==> config.mk <==
export PLATFORM = sky130hd
export DESIGN_NAME = ramtest_master
export DESIGN_NICKNAME = d
export VERILOG_FILES = /design/src/rtl/ramtest_master.sv
export SDC_FILE = /design/constraint.sdc
export NUM_CORES = 1
export LEC_CHECK = 0
export CAP_MARGIN = 0
export CORE_MARGIN = 8
export CORE_UTILIZATION = 30
export CTS_CLUSTER_DIAMETER = 80
export CTS_CLUSTER_SIZE = 30
export DETAILED_ROUTE_END_ITERATION = 10
export GPL_ROUTABILITY_DRIVEN = 0
export SYNTH_ARGS = -nofsm -noshare
export SYNTH_HDL_FRONTEND = slang
export SYNTH_SLANG_ARGS = --single-unit
==> constraint.sdc <==
create_clock -name clk2x_i -period 4.25 [get_ports clk2x_i]
set_input_delay 0.6375 -clock clk2x_i [delete_from_list [all_inputs] [get_ports clk2x_i]]
set_output_delay 0.6375 -clock clk2x_i [all_outputs]
set_load 0.1 [all_outputs]
==> src/rtl/ramtest_master.sv <==
// Power-on PSRAM self-test: a Wishbone master that writes a seeded pattern over an
// address window, reads it back, and reports pass, first mismatch, or bus timeout.
module ramtest_master #(
    parameter logic [22:0] START_ADR = 23'h000000,
    parameter logic [22:0] END_ADR   = 23'h0000FF,
    parameter logic [15:0] SEED      = 16'hA5C3,
    parameter int unsigned TIMEOUT   = 64
) (
    input  logic        clk2x_i,
    input  logic        reset_i,
    input  logic        start_i,
    input  logic        ram_ready_i,
    output logic        wb_cyc_o,
    output logic        wb_stb_o,
    output logic        wb_we_o,
    output logic [1:0]  wb_sel_o,
    output logic [22:0] wb_adr_o,
    output logic [15:0] wb_dat_o,
    input  logic [15:0] wb_dat_i,
    input  logic        wb_ack_i,
    output logic        busy_o,
    output logic        done_o,
    output logic        fail_o,
    output logic        timeout_o,
    output logic [22:0] fail_adr_o,
    output logic [15:0] fail_exp_o,
    output logic [15:0] fail_got_o
);

    localparam int unsigned ADR_W = 23;
    localparam int unsigned DAT_W = 16;
    localparam int unsigned CNT_W = $clog2(TIMEOUT + 1);

    typedef enum logic [2:0] {
        S_IDLE, S_WAIT_RDY, S_WR_REQ, S_WR_GAP, S_RD_REQ, S_RD_GAP, S_PASS, S_FAIL
    } state_t;

    state_t             state, state_nxt;
    logic [ADR_W-1:0]   adr, adr_nxt;
    logic [CNT_W-1:0]   tmo_cnt, tmo_cnt_nxt;

    logic               cyc_nxt, stb_nxt, we_nxt;
    logic [1:0]         sel_nxt;
    logic [ADR_W-1:0]   wb_adr_nxt, fail_adr_nxt;
    logic [DAT_W-1:0]   wb_dat_nxt, fail_exp_nxt, fail_got_nxt;
    logic               busy_nxt, done_nxt, fail_nxt, timeout_nxt;

    function automatic logic [DAT_W-1:0] pat(input logic [DAT_W-1:0] a);
        return a ^ SEED;
    endfunction

    // Next-state and registered-output computation
    always_comb begin
        state_nxt    = state;
        adr_nxt      = adr;
        tmo_cnt_nxt  = tmo_cnt;
        cyc_nxt      = wb_cyc_o;
        stb_nxt      = wb_stb_o;
        we_nxt       = wb_we_o;
        sel_nxt      = wb_sel_o;
        wb_adr_nxt   = wb_adr_o;
        wb_dat_nxt   = wb_dat_o;
        busy_nxt     = busy_o;
        done_nxt     = done_o;
        fail_nxt     = fail_o;
        timeout_nxt  = timeout_o;
        fail_adr_nxt = fail_adr_o;
        fail_exp_nxt = fail_exp_o;
        fail_got_nxt = fail_got_o;

        case (state)
            S_IDLE, S_PASS, S_FAIL: begin
                if (start_i) begin
                    state_nxt    = S_WAIT_RDY;
                    busy_nxt     = 1'b1;
                    done_nxt     = 1'b0;
                    fail_nxt     = 1'b0;
                    timeout_nxt  = 1'b0;
                    fail_adr_nxt = '0;
                    fail_exp_nxt = '0;
                    fail_got_nxt = '0;
                end
            end
            S_WAIT_RDY: begin
                if (ram_ready_i) begin
                    state_nxt   = S_WR_REQ;
                    adr_nxt     = START_ADR;
                    tmo_cnt_nxt = '0;
                    {cyc_nxt, stb_nxt, we_nxt} = 3'b111;
                    sel_nxt     = 2'b11;
                    wb_adr_nxt  = START_ADR;
                    wb_dat_nxt  = pat(START_ADR[DAT_W-1:0]);
                end
            end
            S_WR_REQ, S_RD_REQ: begin
                if (wb_ack_i) begin
                    {cyc_nxt, stb_nxt, we_nxt} = 3'b000;
                    sel_nxt = 2'b00;
                    if (state == S_WR_REQ) begin
                        state_nxt = S_WR_GAP;
                    end else if (wb_dat_i != pat(adr[DAT_W-1:0])) begin
                        state_nxt    = S_FAIL;
                        busy_nxt     = 1'b0;
                        done_nxt     = 1'b1;
                        fail_nxt     = 1'b1;
                        fail_adr_nxt = adr;
                        fail_exp_nxt = pat(adr[DAT_W-1:0]);
                        fail_got_nxt = wb_dat_i;
                    end else begin
                        state_nxt = S_RD_GAP;
                    end
                end else if (tmo_cnt == CNT_W'(TIMEOUT - 1)) begin
                    // Slave hung: abandon the access and report where it stalled
                    {cyc_nxt, stb_nxt, we_nxt} = 3'b000;
                    sel_nxt      = 2'b00;
                    state_nxt    = S_FAIL;
                    busy_nxt     = 1'b0;
                    done_nxt     = 1'b1;
                    fail_nxt     = 1'b1;
                    timeout_nxt  = 1'b1;
                    fail_adr_nxt = adr;
                    fail_exp_nxt = pat(adr[DAT_W-1:0]);
                    fail_got_nxt = '0;
                end else begin
                    tmo_cnt_nxt = CNT_W'(tmo_cnt + 1'b1);
                end
            end
            S_WR_GAP: begin
                tmo_cnt_nxt = '0;
                {cyc_nxt, stb_nxt} = 2'b11;
                sel_nxt = 2'b11;
                if (adr == END_ADR) begin
                    state_nxt  = S_RD_REQ;
                    adr_nxt    = START_ADR;
                    we_nxt     = 1'b0;
                    wb_adr_nxt = START_ADR;
                end else begin
                    state_nxt  = S_WR_REQ;
                    adr_nxt    = ADR_W'(adr + 1'b1);
                    we_nxt     = 1'b1;
                    wb_adr_nxt = ADR_W'(adr + 1'b1);
                    wb_dat_nxt = pat(DAT_W'(adr + 1'b1));
                end
            end
            S_RD_GAP: begin
                if (adr == END_ADR) begin
                    state_nxt = S_PASS;
                    busy_nxt  = 1'b0;
                    done_nxt  = 1'b1;
                    fail_nxt  = 1'b0;
                end else begin
                    state_nxt   = S_RD_REQ;
                    adr_nxt     = ADR_W'(adr + 1'b1);
                    tmo_cnt_nxt = '0;
                    {cyc_nxt, stb_nxt, we_nxt} = 3'b110;
                    sel_nxt     = 2'b11;
                    wb_adr_nxt  = ADR_W'(adr + 1'b1);
                end
            end
            default: state_nxt = S_IDLE;
        endcase
    end

    // State and output registers
    always_ff @(posedge clk2x_i) begin
        if (reset_i) begin
            state      <= S_IDLE;
            adr        <= '0;
            tmo_cnt    <= '0;
            wb_cyc_o   <= 1'b0;
            wb_stb_o   <= 1'b0;
            wb_we_o    <= 1'b0;
            wb_sel_o   <= '0;
            wb_adr_o   <= '0;
            wb_dat_o   <= '0;
            busy_o     <= 1'b0;
            done_o     <= 1'b0;
            fail_o     <= 1'b0;
            timeout_o  <= 1'b0;
            fail_adr_o <= '0;
            fail_exp_o <= '0;
            fail_got_o <= '0;
        end else begin
            state      <= state_nxt;
            adr        <= adr_nxt;
            tmo_cnt    <= tmo_cnt_nxt;
            wb_cyc_o   <= cyc_nxt;
            wb_stb_o   <= stb_nxt;
            wb_we_o    <= we_nxt;
            wb_sel_o   <= sel_nxt;
            wb_adr_o   <= wb_adr_nxt;
            wb_dat_o   <= wb_dat_nxt;
            busy_o     <= busy_nxt;
            done_o     <= done_nxt;
            fail_o     <= fail_nxt;
            timeout_o  <= timeout_nxt;
            fail_adr_o <= fail_adr_nxt;
            fail_exp_o <= fail_exp_nxt;
            fail_got_o <= fail_got_nxt;
        end
    end

endmodule

==> flow_summary.yaml, run 1 <==
run_status:
  status: "completed"
min_path:
  destination_of_the_worst_hold_path: "timeout_o"
  hold_path_class: "flop to flop"
  hold_start: "timeout_o"
  min_delay_path_depth: 1
route:
  first_iter_violations: 415
  drt-vias-per-instance: 5.11
  detailed_routing_iteration_count_for_the_pre_antenna_repair_pass: 5
  wire_per_inst_um: 17.8
  antenna_left: 0
  drt_drc_violations_left: 0
  routed_wirelength_um: 15700
  vias: 4522
critical_path:
  worst-path-max-fanout: 44
  critical-path-top-delay-family: "buffers and inverters"
  reg2reg_from: "state[0]"
  crit_path_top_delay_cell: "sky130_fd_sc_hd__clkdlybuf4s50_1"
  worstSetupEndpointType: "flop"
  reg2reg_setup_slack_ns: 1.31
  critical_path_class: "primary input to flop"
  critPathMaxStageDelay_ns: 0.54
  timing.reg2reg.worst_path_depth: 6
  cp-start-kind: "primary input"
  crit_path_cell_trace: "clkdlybuf4s50_1 -> nand4bb_1 -> o41ai_1 -> nand2_1 -> a32oi_4 -> buf_4 -> mux2i_1 -> nor2_1"
  worstPathArrival_ns: 3.28
  worst_r2r_endpoint: "wb_dat_o[11]"
  worstPathBufferInverterCount: 2
  required_ns: 4.46
pwr:
  cellPowerDensity_nw_per_um2: 328
  peakVddDrop_mv: 0.280
  fin_total_pwr_w: 0.00215
  power.static_leakage_nw: 2.24
synthesis:
  synth_cell_type_count: 63
  postSynth.asyncResetShare: 0
  synth_enable_flop_cells: 0
  post_synth_main_area_contributors: "sky130_fd_sc_hd__dfxtp_1 (41%), sky130_fd_sc_hd__nor2_1 (4.9%), sky130_fd_sc_hd__a21oi_1 (4.4%)"
  synth-seq-area-share: 0.407
  synth_top_area_share: 0.407
  synthesized_cell_area_um2: 5020
  compound_cell_area_share_of_the_yosys_netlist: 0.195
  synth-xor-area-share: 0.0646
  ys.flop_type: "sky130_fd_sc_hd__dfxtp_1"
  synth_seq_cells: 102
  yosys.area_share.simple: 0.232
  cells_after_synth: 574
  syn_avg_cell_area_um2: 8.74
  synth_area_leader_cell: "sky130_fd_sc_hd__dfxtp_1"
  synthesis.yosys.warnings: 0
  synth.area.mux_share: 0.0279
  yosys.area_share.adder: 0.00499
  combinational_family_with_the_most_area_after_synthesis: "simple AND/OR/NAND/NOR gates"
  postSynthNetCount: 597
floorplan:
  die_x_um: 145
  boundary_pins: 124
  design.core.area_um2: 16500
  die_y_um: 145
  fp.dieArea_um2: 21100
  effective_utilization_at_floorplan: 0.305
  std_cell_rows: 47
finish:
  layoutNonFillerInstCount: 885
  nFillCells: 1645
  final_core_util: 0.399
  finalNetCount: 683
  insertedDiodeCount: 0
  final_layout_size_suffix_gt1_frac: 0.0602
  flow.area_growth_from_synthesis_pct: 31.0
timing:
  finalCriticalPeriod_ns: 3.07
  worst_pin_slew_ns: 1.04
  max-slew-margin-rel: 0.304
  finalHoldViolations: 0
  maxClockFrequency_ghz: 0.326
  post-route-period-util: 0.722
  totalNegativeSetupSlack_ns: 0
  hold_slack_ns: 0.471
  maxSlewViolCount: 0
  clock_skew_ns: 0.00965
  grt_setup_unrepaired: "no"
  setup-violations-final: 0
clock_tree:
  clock_tree.root_cell: "sky130_fd_sc_hd__clkbuf_16"
  htree_levels: 3
  worstSkewPairLatency_ns: 0.35
  cts_max_path_buffers: 2
  numClockSinks: 102
  hold_buffers: 0
  post-cts-setup-buffer-count: 0
  tritoncts: "yes"
  cts_inserted_buffers: 9
  postCtsResizedCells: 0
  clkSlewWorstSetupHoldPaths_ns: 0.07
flow_run:
  maxCapViolations: 0
place:
  buffer_ports.inserted: 123
  dp_cells: 869
  post_dp_hpwl_um: 11500
global_route:
  grt-ovfl-total: 0
  grt_pass1_vias: 4473
  grt_use_total: 0.150
  grt_start_max_net_pins: 45
  antenna_violations_before_repair: 0
  grt_first_pass_wirelength_um: 25400
==> registers in the layout, summed over array words and instances, names as in the netlist <==
signal	count
wb_we_o	1
fail_o	1
adr	23
wb_dat_o	16
done_o	1
state	3
busy_o	1
timeout_o	1
fail_adr_o	23
wb_sel_o	1
fail_exp_o	8
fail_got_o	16
tmo_cnt	7
==> cell usage in the layout, fill, tap and decap left out, types with 3 or more instances in the layout <==
master,count
sky130_fd_sc_hd__a211oi_1,13
sky130_fd_sc_hd__a21o_1,4
sky130_fd_sc_hd__a21oi_1,44
sky130_fd_sc_hd__a22o_1,16
sky130_fd_sc_hd__a22oi_1,10
sky130_fd_sc_hd__a311oi_1,3
sky130_fd_sc_hd__a32o_1,4
sky130_fd_sc_hd__and2_1,4
sky130_fd_sc_hd__and3_1,4
sky130_fd_sc_hd__buf_4,5
sky130_fd_sc_hd__clkbuf_16,9
sky130_fd_sc_hd__clkdlybuf4s50_1,122
sky130_fd_sc_hd__dfxtp_1,102
sky130_fd_sc_hd__inv_1,6
sky130_fd_sc_hd__mux2i_1,14
sky130_fd_sc_hd__nand2_1,36
sky130_fd_sc_hd__nand2b_1,30
sky130_fd_sc_hd__nand3_1,34
sky130_fd_sc_hd__nand4_1,11
sky130_fd_sc_hd__nor2_1,66
sky130_fd_sc_hd__nor3_1,18
sky130_fd_sc_hd__nor4_1,3
sky130_fd_sc_hd__o21a_1,5
sky130_fd_sc_hd__o21ai_0,8
sky130_fd_sc_hd__o31ai_1,5
sky130_fd_sc_hd__or2_2,3
sky130_fd_sc_hd__xnor2_1,25
sky130_fd_sc_hd__xor2_1,12
==> cells by family after synthesis <==
logic type	count (synthesis)
simple gates	226
compound gates	133
flops	102
buf+inv	60
xor+xnor	37
mux	14
fa+ha+maj	2
==> metal layers <==
layer	vias to the layer above	global-route usage	wire, um
met4	0	0.0609	266
met1	2133	0.197	7430
met3	17	0.0410	1120
li1	2197	-	-
met5	-	0	0
met2	175	0.227	6930
==> area by class of cell <==
| cell class | instances | area, um2 | area share |
|---|---|---|---|
| clock buffer | 12 | 256 | 0.0390 |
| sequential | 102 | 2040 | 0.311 |
| tap | 220 | 275 | 0.0419 |
| inverter | 7 | 26.3 | 0.00400 |
| clock inverter | 4 | 76.3 | 0.0116 |
| multi-input combinational | 412 | 2630 | 0.401 |
| timing repair buffer | 128 | 1260 | 0.192 |
==> report_power, final <==
group	internal (W)	switching [W]	total [W]
clock	0.000551	0.000372	0.000923
sequential	0.000967	0.0000106	0.000978
combinational	0.0000750	0.000179	0.000254
total	0.00159	0.000562	0.00215
==> worst max-delay path by stage <==
stage               startpoint              to  slack, ns  depth (start not counted)
floorplan               adr[1]          fail_o       1.34                          8
global placement      wb_ack_i  fail_exp_o[10]       0.96                          8
detailed placement    wb_ack_i   fail_exp_o[1]       0.82                          8
CTS                   wb_ack_i   fail_exp_o[1]       1.18                          8
global route          wb_ack_i   fail_exp_o[0]       0.92                          8
finish                wb_ack_i  fail_exp_o[10]       1.18                          8
==> synth_stat cells (4+ instances only) <==
library cell               instances
sky130_fd_sc_hd__a211oi_1         13
sky130_fd_sc_hd__nand3_1          34
sky130_fd_sc_hd__a21o_1            4
sky130_fd_sc_hd__inv_1             6
sky130_fd_sc_hd__clkbuf_1         12
sky130_fd_sc_hd__nand4_1          11
sky130_fd_sc_hd__nor3_1           18
sky130_fd_sc_hd__and2_1            4
sky130_fd_sc_hd__nand2_1          36
sky130_fd_sc_hd__a32o_1            4
sky130_fd_sc_hd__nor2_1           66
sky130_fd_sc_hd__a22oi_1          10
sky130_fd_sc_hd__buf_4            20
sky130_fd_sc_hd__nand2b_1         30
sky130_fd_sc_hd__a21oi_1          44
sky130_fd_sc_hd__o21a_1            5
sky130_fd_sc_hd__mux2i_1          14
sky130_fd_sc_hd__buf_2            15
sky130_fd_sc_hd__o31ai_1           5
sky130_fd_sc_hd__xor2_1           12
sky130_fd_sc_hd__and3_1            4
sky130_fd_sc_hd__dfxtp_1         102
sky130_fd_sc_hd__a22o_1           16
sky130_fd_sc_hd__o21ai_0           8
sky130_fd_sc_hd__xnor2_1          25
==> through the flow <==
stage,worst slack (ns),cell area [um2]
floorplan,1.34,5020
global placement,0.965,6240
detailed placement,0.817,6240
CTS,1.18,6570
global route,0.919,6570
finish,1.18,6570
No activity file was read; power rests on OpenSTA's default activity.
==> inputs of run 2 (changes only) <==
clock period = 3.08 ns   (was 4.25 ns; I/O delays follow)
==> flow_summary.yaml, run 2 (synthesis results as in run 1) <==
critical_path:
  worst_r2r_endpoint: "tmo_cnt[4]"
  critical_path_class: "flop to flop"
  cp-start-kind: "flop"
  crit_path_frequent_cell: "sky130_fd_sc_hd__a21o_1"
  reg2reg_setup_slack_ns: 0.53
  worstSetupEndpointType: "flop"
  crit_path_cell_trace: "nor4_1 -> and4_1 -> a21o_1 -> a21o_1 -> nand2_1 -> nor2_1"
  timing.reg2reg.worst_path_depth: 6
  required_ns: 3.36
  worstPathArrival_ns: 2.83
  reg2reg_from: "adr[17]"
  worst-path-max-fanout: 17
  critPathMaxStageDelay_ns: 0.58
  crit_path_top_delay_cell: "sky130_fd_sc_hd__nor4_1"
floorplan:
  boundary_pins: 124
  design.core.area_um2: 16500
  std_cell_rows: 47
  effective_utilization_at_floorplan: 0.305
  die_x_um: 145
  die_y_um: 145
  fp.dieArea_um2: 21100
clock_tree:
  worstSkewPairLatency_ns: 0.35
  clock_tree.root_cell: "sky130_fd_sc_hd__clkbuf_16"
  postCtsResizedCells: 0
  htree_levels: 3
  cts_max_path_buffers: 2
  numClockSinks: 102
  post-cts-setup-buffer-count: 0
  tritoncts: "yes"
  cts_inserted_buffers: 9
  clkSlewWorstSetupHoldPaths_ns: 0.08
  hold_buffers: 0
timing:
  maxClockFrequency_ghz: 0.392
  finalHoldViolations: 0
  hold_slack_ns: 0.473
  finalCriticalPeriod_ns: 2.55
  post-route-period-util: 0.828
  totalNegativeSetupSlack_ns: 0
  maxSlewViolCount: 0
  worst_pin_slew_ns: 0.682
  fin_ws_ns: 0.529
  max-slew-margin-rel: 0.544
  clock_skew_ns: 0.00978
  setup-violations-final: 0
  grt_setup_unrepaired: "no"
global_route:
  grt_first_pass_wirelength_um: 24700
  antenna_violations_before_repair: 0
  grt_use_total: 0.145
  global_route.peak_usage_layer: "met2"
  globalRouteMet2Util: 0.226
  grt-ovfl-total: 0
  grt.met1_usage: 0.189
  grt_start_max_net_pins: 56
  grt_use_met3: 0.0438
  grt_pass1_vias: 4439
route:
  drt_drc_violations_left: 0
  first_iter_violations: 343
  drt-vias-per-instance: 5.13
  routed_wirelength_um: 15900
  vias: 4647
  antenna_left: 0
  detailed_routing_iteration_count_for_the_pre_antenna_repair_pass: 6
  wire_per_inst_um: 17.6
run_status:
  status: "completed"
pwr:
  peakVddDrop_mv: 0.317
  power.static_leakage_nw: 2.53
  comb_power_share: 0.128
  proportion_of_total_power_due_to_net_switching: 0.284
  power.share.clock: 0.390
  power_report.internal_total_w: 0.00200
  sequentialPowerShare: 0.482
  total_switching_power_w: 0.000795
  cellPowerDensity_nw_per_um2: 435
finish:
  top_regs: "adr x23, fail_adr_o x23"
  finalNetCount: 703
  final_layout_size_suffix_gt1_frac: 0.236
  layout_common_cells: "sky130_fd_sc_hd__buf_4 (127), sky130_fd_sc_hd__dfxtp_1 (102), sky130_fd_sc_hd__nor2_1 (66)"
  layout.cells.most_common: "sky130_fd_sc_hd__buf_4"
  flow.area_growth_from_synthesis_pct: 28.0
  insertedDiodeCount: 0
  nFillCells: 1663
  layoutNonFillerInstCount: 905
min_path:
  destination_of_the_worst_hold_path: "done_o"
  hold_start: "done_o"
  hold_path_class: "flop to flop"
  min_delay_path_depth: 1
place:
  dp_cells: 889
  buffer_ports.inserted: 123
  post_dp_hpwl_um: 11700
  pre_cts_ws_ns: 0.338
flow_run:
  maxCapViolations: 0
[run 2: changes by cell type in the layout (fill, tap and decap cells not counted)]
| cell | delta |
|---|---|
| sky130_fd_sc_hd__buf_4 | +122 |
| sky130_fd_sc_hd__clkdlybuf4s50_1 | -103 |
| sky130_fd_sc_hd__clkinv_4 | +3 |
| sky130_fd_sc_hd__bufinv_16 | -2 |
| sky130_fd_sc_hd__clkbuf_8 | -2 |
| sky130_fd_sc_hd__buf_12 | +1 |
| sky130_fd_sc_hd__clkbuf_1 | +1 |
| sky130_fd_sc_hd__inv_6 | -1 |
| sky130_fd_sc_hd__inv_8 | +1 |
[run 2: layout make-up]
type	instances	area [um2]	area share
inverters	7	26.3	0.00409
clock buffers	11	233	0.0362
repair buffers	148	1170	0.182
multi-input cells	412	2630	0.410
flip-flops and latches	102	2040	0.318
clock inverters	5	45.0	0.00701
well taps	220	275	0.0429
[run 2: power by group through the flow]
stage	Combinational [W]	Sequential (W)	Clock (W)
floorplan	0.000164	0.00147	0
global placement	0.000356	0.00138	0
detailed placement	0.000360	0.00138	0
CTS	0.000361	0.00135	0.00113
global route	0.000378	0.00135	0.00118
finish	0.000358	0.00135	0.00109
[run 2: how the worst max path moves through the flow]
stage                           start              to  slack, ns
final                         adr[17]      tmo_cnt[4]       0.53
after global routing          adr[16]      tmo_cnt[1]       0.31
after CTS                     adr[16]      tmo_cnt[4]       0.55
after detailed placement  wb_dat_i[2]   fail_got_o[0]       0.34
after global placement    wb_dat_i[2]  fail_got_o[10]       0.39
after floorplan                adr[1]          fail_o       0.17
[run 2: through the flow]
stage	instance area (um2)	utilization	total power [W]
2_1_floorplan	5020	-	0.00164
3_3_place_gp	6140	0.373	0.00173
3_5_place_dp	6140	0.373	0.00174
4_1_cts	6420	0.390	0.00283
5_1_grt	6420	0.390	0.00291
6_report	6420	0.390	0.00279
[run 2: layer usage]
layer	vias up	wire, um
li1	2238	-
met1	2201	7420
met2	192	7020
met3	16	1280
met4	0	222
met5	-	0
[run 2: worst max-delay path: cells and delay by family (launching register included)]
kind / cells / cell delay (ns)
and+or+nand+nor: 4 / 1.41
DFF: 1 / 0.37
AOI/OAI and AO/OA: 2 / 0.69
==> inputs of run 3 (changes only) <==
clock period = 2.15 ns   (was 3.08 ns; I/O delays follow)
==> flow_summary.yaml, run 3 (synthesis results as in run 1) <==
critical_path:
  crit_path_top_delay_cell: "sky130_fd_sc_hd__nor4_2"
  worst-path-max-fanout: 4
  worstPathArrival_ns: 2.44
  critPathLaunch: "adr[9]"
  reg2reg_from: "adr[9]"
  reg2reg_setup_slack_ns: -0.007
  timing.reg2reg.worst_path_depth: 7
  worstSetupEndpointType: "flop"
  cp-start-kind: "flop"
  required_ns: 2.44
  critical_path_class: "flop to flop"
  critPathMaxStageDelay_ns: 0.51
  worst_r2r_endpoint: "wb_we_o"
  crit_path_cell_trace: "nor4_2 -> nand4_1 -> o31ai_1 -> a211oi_2 -> buf_4 -> nand2b_1 -> a21oi_1"
timing:
  maxClockFrequency_ghz: 0.464
  clock_skew_ns: 0.00843
  worst_pin_slew_ns: 0.650
  post-route-period-util: 1.00
  maxSlewViolCount: 0
  max-slew-margin-rel: 0.566
  totalNegativeSetupSlack_ns: -0.00652
  setup-violations-final: 1
  fin_ws_ns: -0.00652
  grt_setup_unrepaired: "yes"
  finalHoldViolations: 0
  finalCriticalPeriod_ns: 2.16
route:
  drt_drc_violations_left: 0
  routed_wirelength_um: 18100
  wire_per_inst_um: 18.6
  first_iter_violations: 385
  vias: 4975
  detailed_routing_iteration_count_for_the_pre_antenna_repair_pass: 5
  antenna_left: 0
  drt-vias-per-instance: 5.12
run_status:
  violated_checks: "negative setup slack"
  status: "finished with violations"
clock_tree:
  htree_levels: 3
  cts_inserted_buffers: 9
  clock_tree.root_cell: "sky130_fd_sc_hd__clkbuf_16"
  clkSlewWorstSetupHoldPaths_ns: 0.07
  tritoncts: "yes"
  worstSkewPairLatency_ns: 0.35
  numClockSinks: 102
  cts_max_path_buffers: 2
floorplan:
  fp.dieArea_um2: 21100
  boundary_pins: 124
  effective_utilization_at_floorplan: 0.305
  std_cell_rows: 47
  die_x_um: 145
  die_y_um: 145
  design.core.area_um2: 16500
pwr:
  cellPowerDensity_nw_per_um2: 543
  proportion_of_total_power_due_to_net_switching: 0.286
  total_switching_power_w: 0.00117
  power_report.internal_total_w: 0.00294
  power.static_leakage_nw: 3.09
  comb_power_share: 0.163
  power.share.clock: 0.372
  peakVddDrop_mv: 0.376
  sequentialPowerShare: 0.466
place:
  buffer_ports.inserted: 123
  post_dp_hpwl_um: 12600
  dpl_cell_area_um2: 6630
global_route:
  grt_use_total: 0.157
  grt_pass1_vias: 4913
  grt_first_pass_wirelength_um: 26800
  grt_start_max_net_pins: 34
  grt-ovfl-total: 0
  antenna_violations_before_repair: 0
finish:
  layout_common_cells: "sky130_fd_sc_hd__buf_4 (179), sky130_fd_sc_hd__dfxtp_1 (76), sky130_fd_sc_hd__nor2_1 (64)"
  layout.cells.most_common: "sky130_fd_sc_hd__buf_4"
  final_layout_size_suffix_gt1_frac: 0.418
  finalNetCount: 769
  final_core_util: 0.460
  insertedDiodeCount: 0
  postLayoutCellArea_um2: 7570
  flow.area_growth_from_synthesis_pct: 50.8
  top_regs: "adr x23, fail_adr_o x23"
min_path:
  min_delay_path_depth: 2
  destination_of_the_worst_hold_path: "fail_got_o[14]"
  hold_start: "wb_dat_i[14]"
  hold_path_class: "primary input to flop"
flow_run:
  maxCapViolations: 0
## run 3: per-stage QoR
step | worst slack (ns) | hold slack [ns] | total power [W] | std cells
after floorplan | -0.0330 | 0.448 | 0.00233 | 574
after global placement | -0.273 | 0.455 | 0.00250 | 941
after detailed placement | -0.333 | 0.459 | 0.00250 | 941
after CTS | -0.00379 | 0.368 | 0.00406 | 960
after global routing | -0.0753 | 0.296 | 0.00424 | 971
final | -0.00652 | 0.281 | 0.00411 | 971
## run 3: worst max-delay path by stage
| stage | to | cells after the start | slack (ns) |
|---|---|---|---|
| floorplan | fail_adr_o[2] | 8 | -0.03 |
| global placement | fail_exp_o[8] | 8 | -0.27 |
| detailed placement | fail_exp_o[0] | 8 | -0.33 |
| CTS | fail_adr_o[16] | 8 | -0.004 |
| global route | fail_o | 6 | -0.08 |
| finish | wb_we_o | 7 | -0.007 |
## run 3: final cells by class
type / instances / area (um2)
Clock buffer: 10 / 229
Fill cell: 1585 / 8900
Sequential cell: 102 / 2120
Timing Repair Buffer: 214 / 1860
Clock inverter: 6 / 37.5
Tap cell: 220 / 275
Inverter: 7 / 26.3
Multi-Input combinational cell: 412 / 3020
## run 3: power groups by stage
stage	sequential (W)	combinational, W	clock, W
global route	0.00192	0.000697	0.00163
CTS	0.00191	0.000578	0.00157
global placement	0.00195	0.000544	0
detailed placement	0.00196	0.000548	0
floorplan	0.00209	0.000236	0
finish	0.00191	0.000668	0.00153
## run 3: what timing repair did
action / in CTS / in global routing
setup buffers: 2 / 5
gates resized for setup: 9 / 67
pin swaps: 4 / 37
endpoints found under the hold margin: 0 / 0
hold buffers: 0 / 0
setup endpoints to repair: 59 / 61
gates cloned: 1 / 6
## run 3: critical path, delay by kind of cell (launching register included)
family	cells	cell delay [ns]
simple gates	3	0.92
flops	1	0.35
buf+inv	1	0.16
compound gates	3	0.67
## run 3: routing by layer
metal  vias up  track usage  routed length (um)
li1       2387            -                   -
met3        23       0.0354                1010
met4         0       0.0614                 311
met1      2384        0.199                8260
met5         -            0                   0
met2       181        0.255                8530
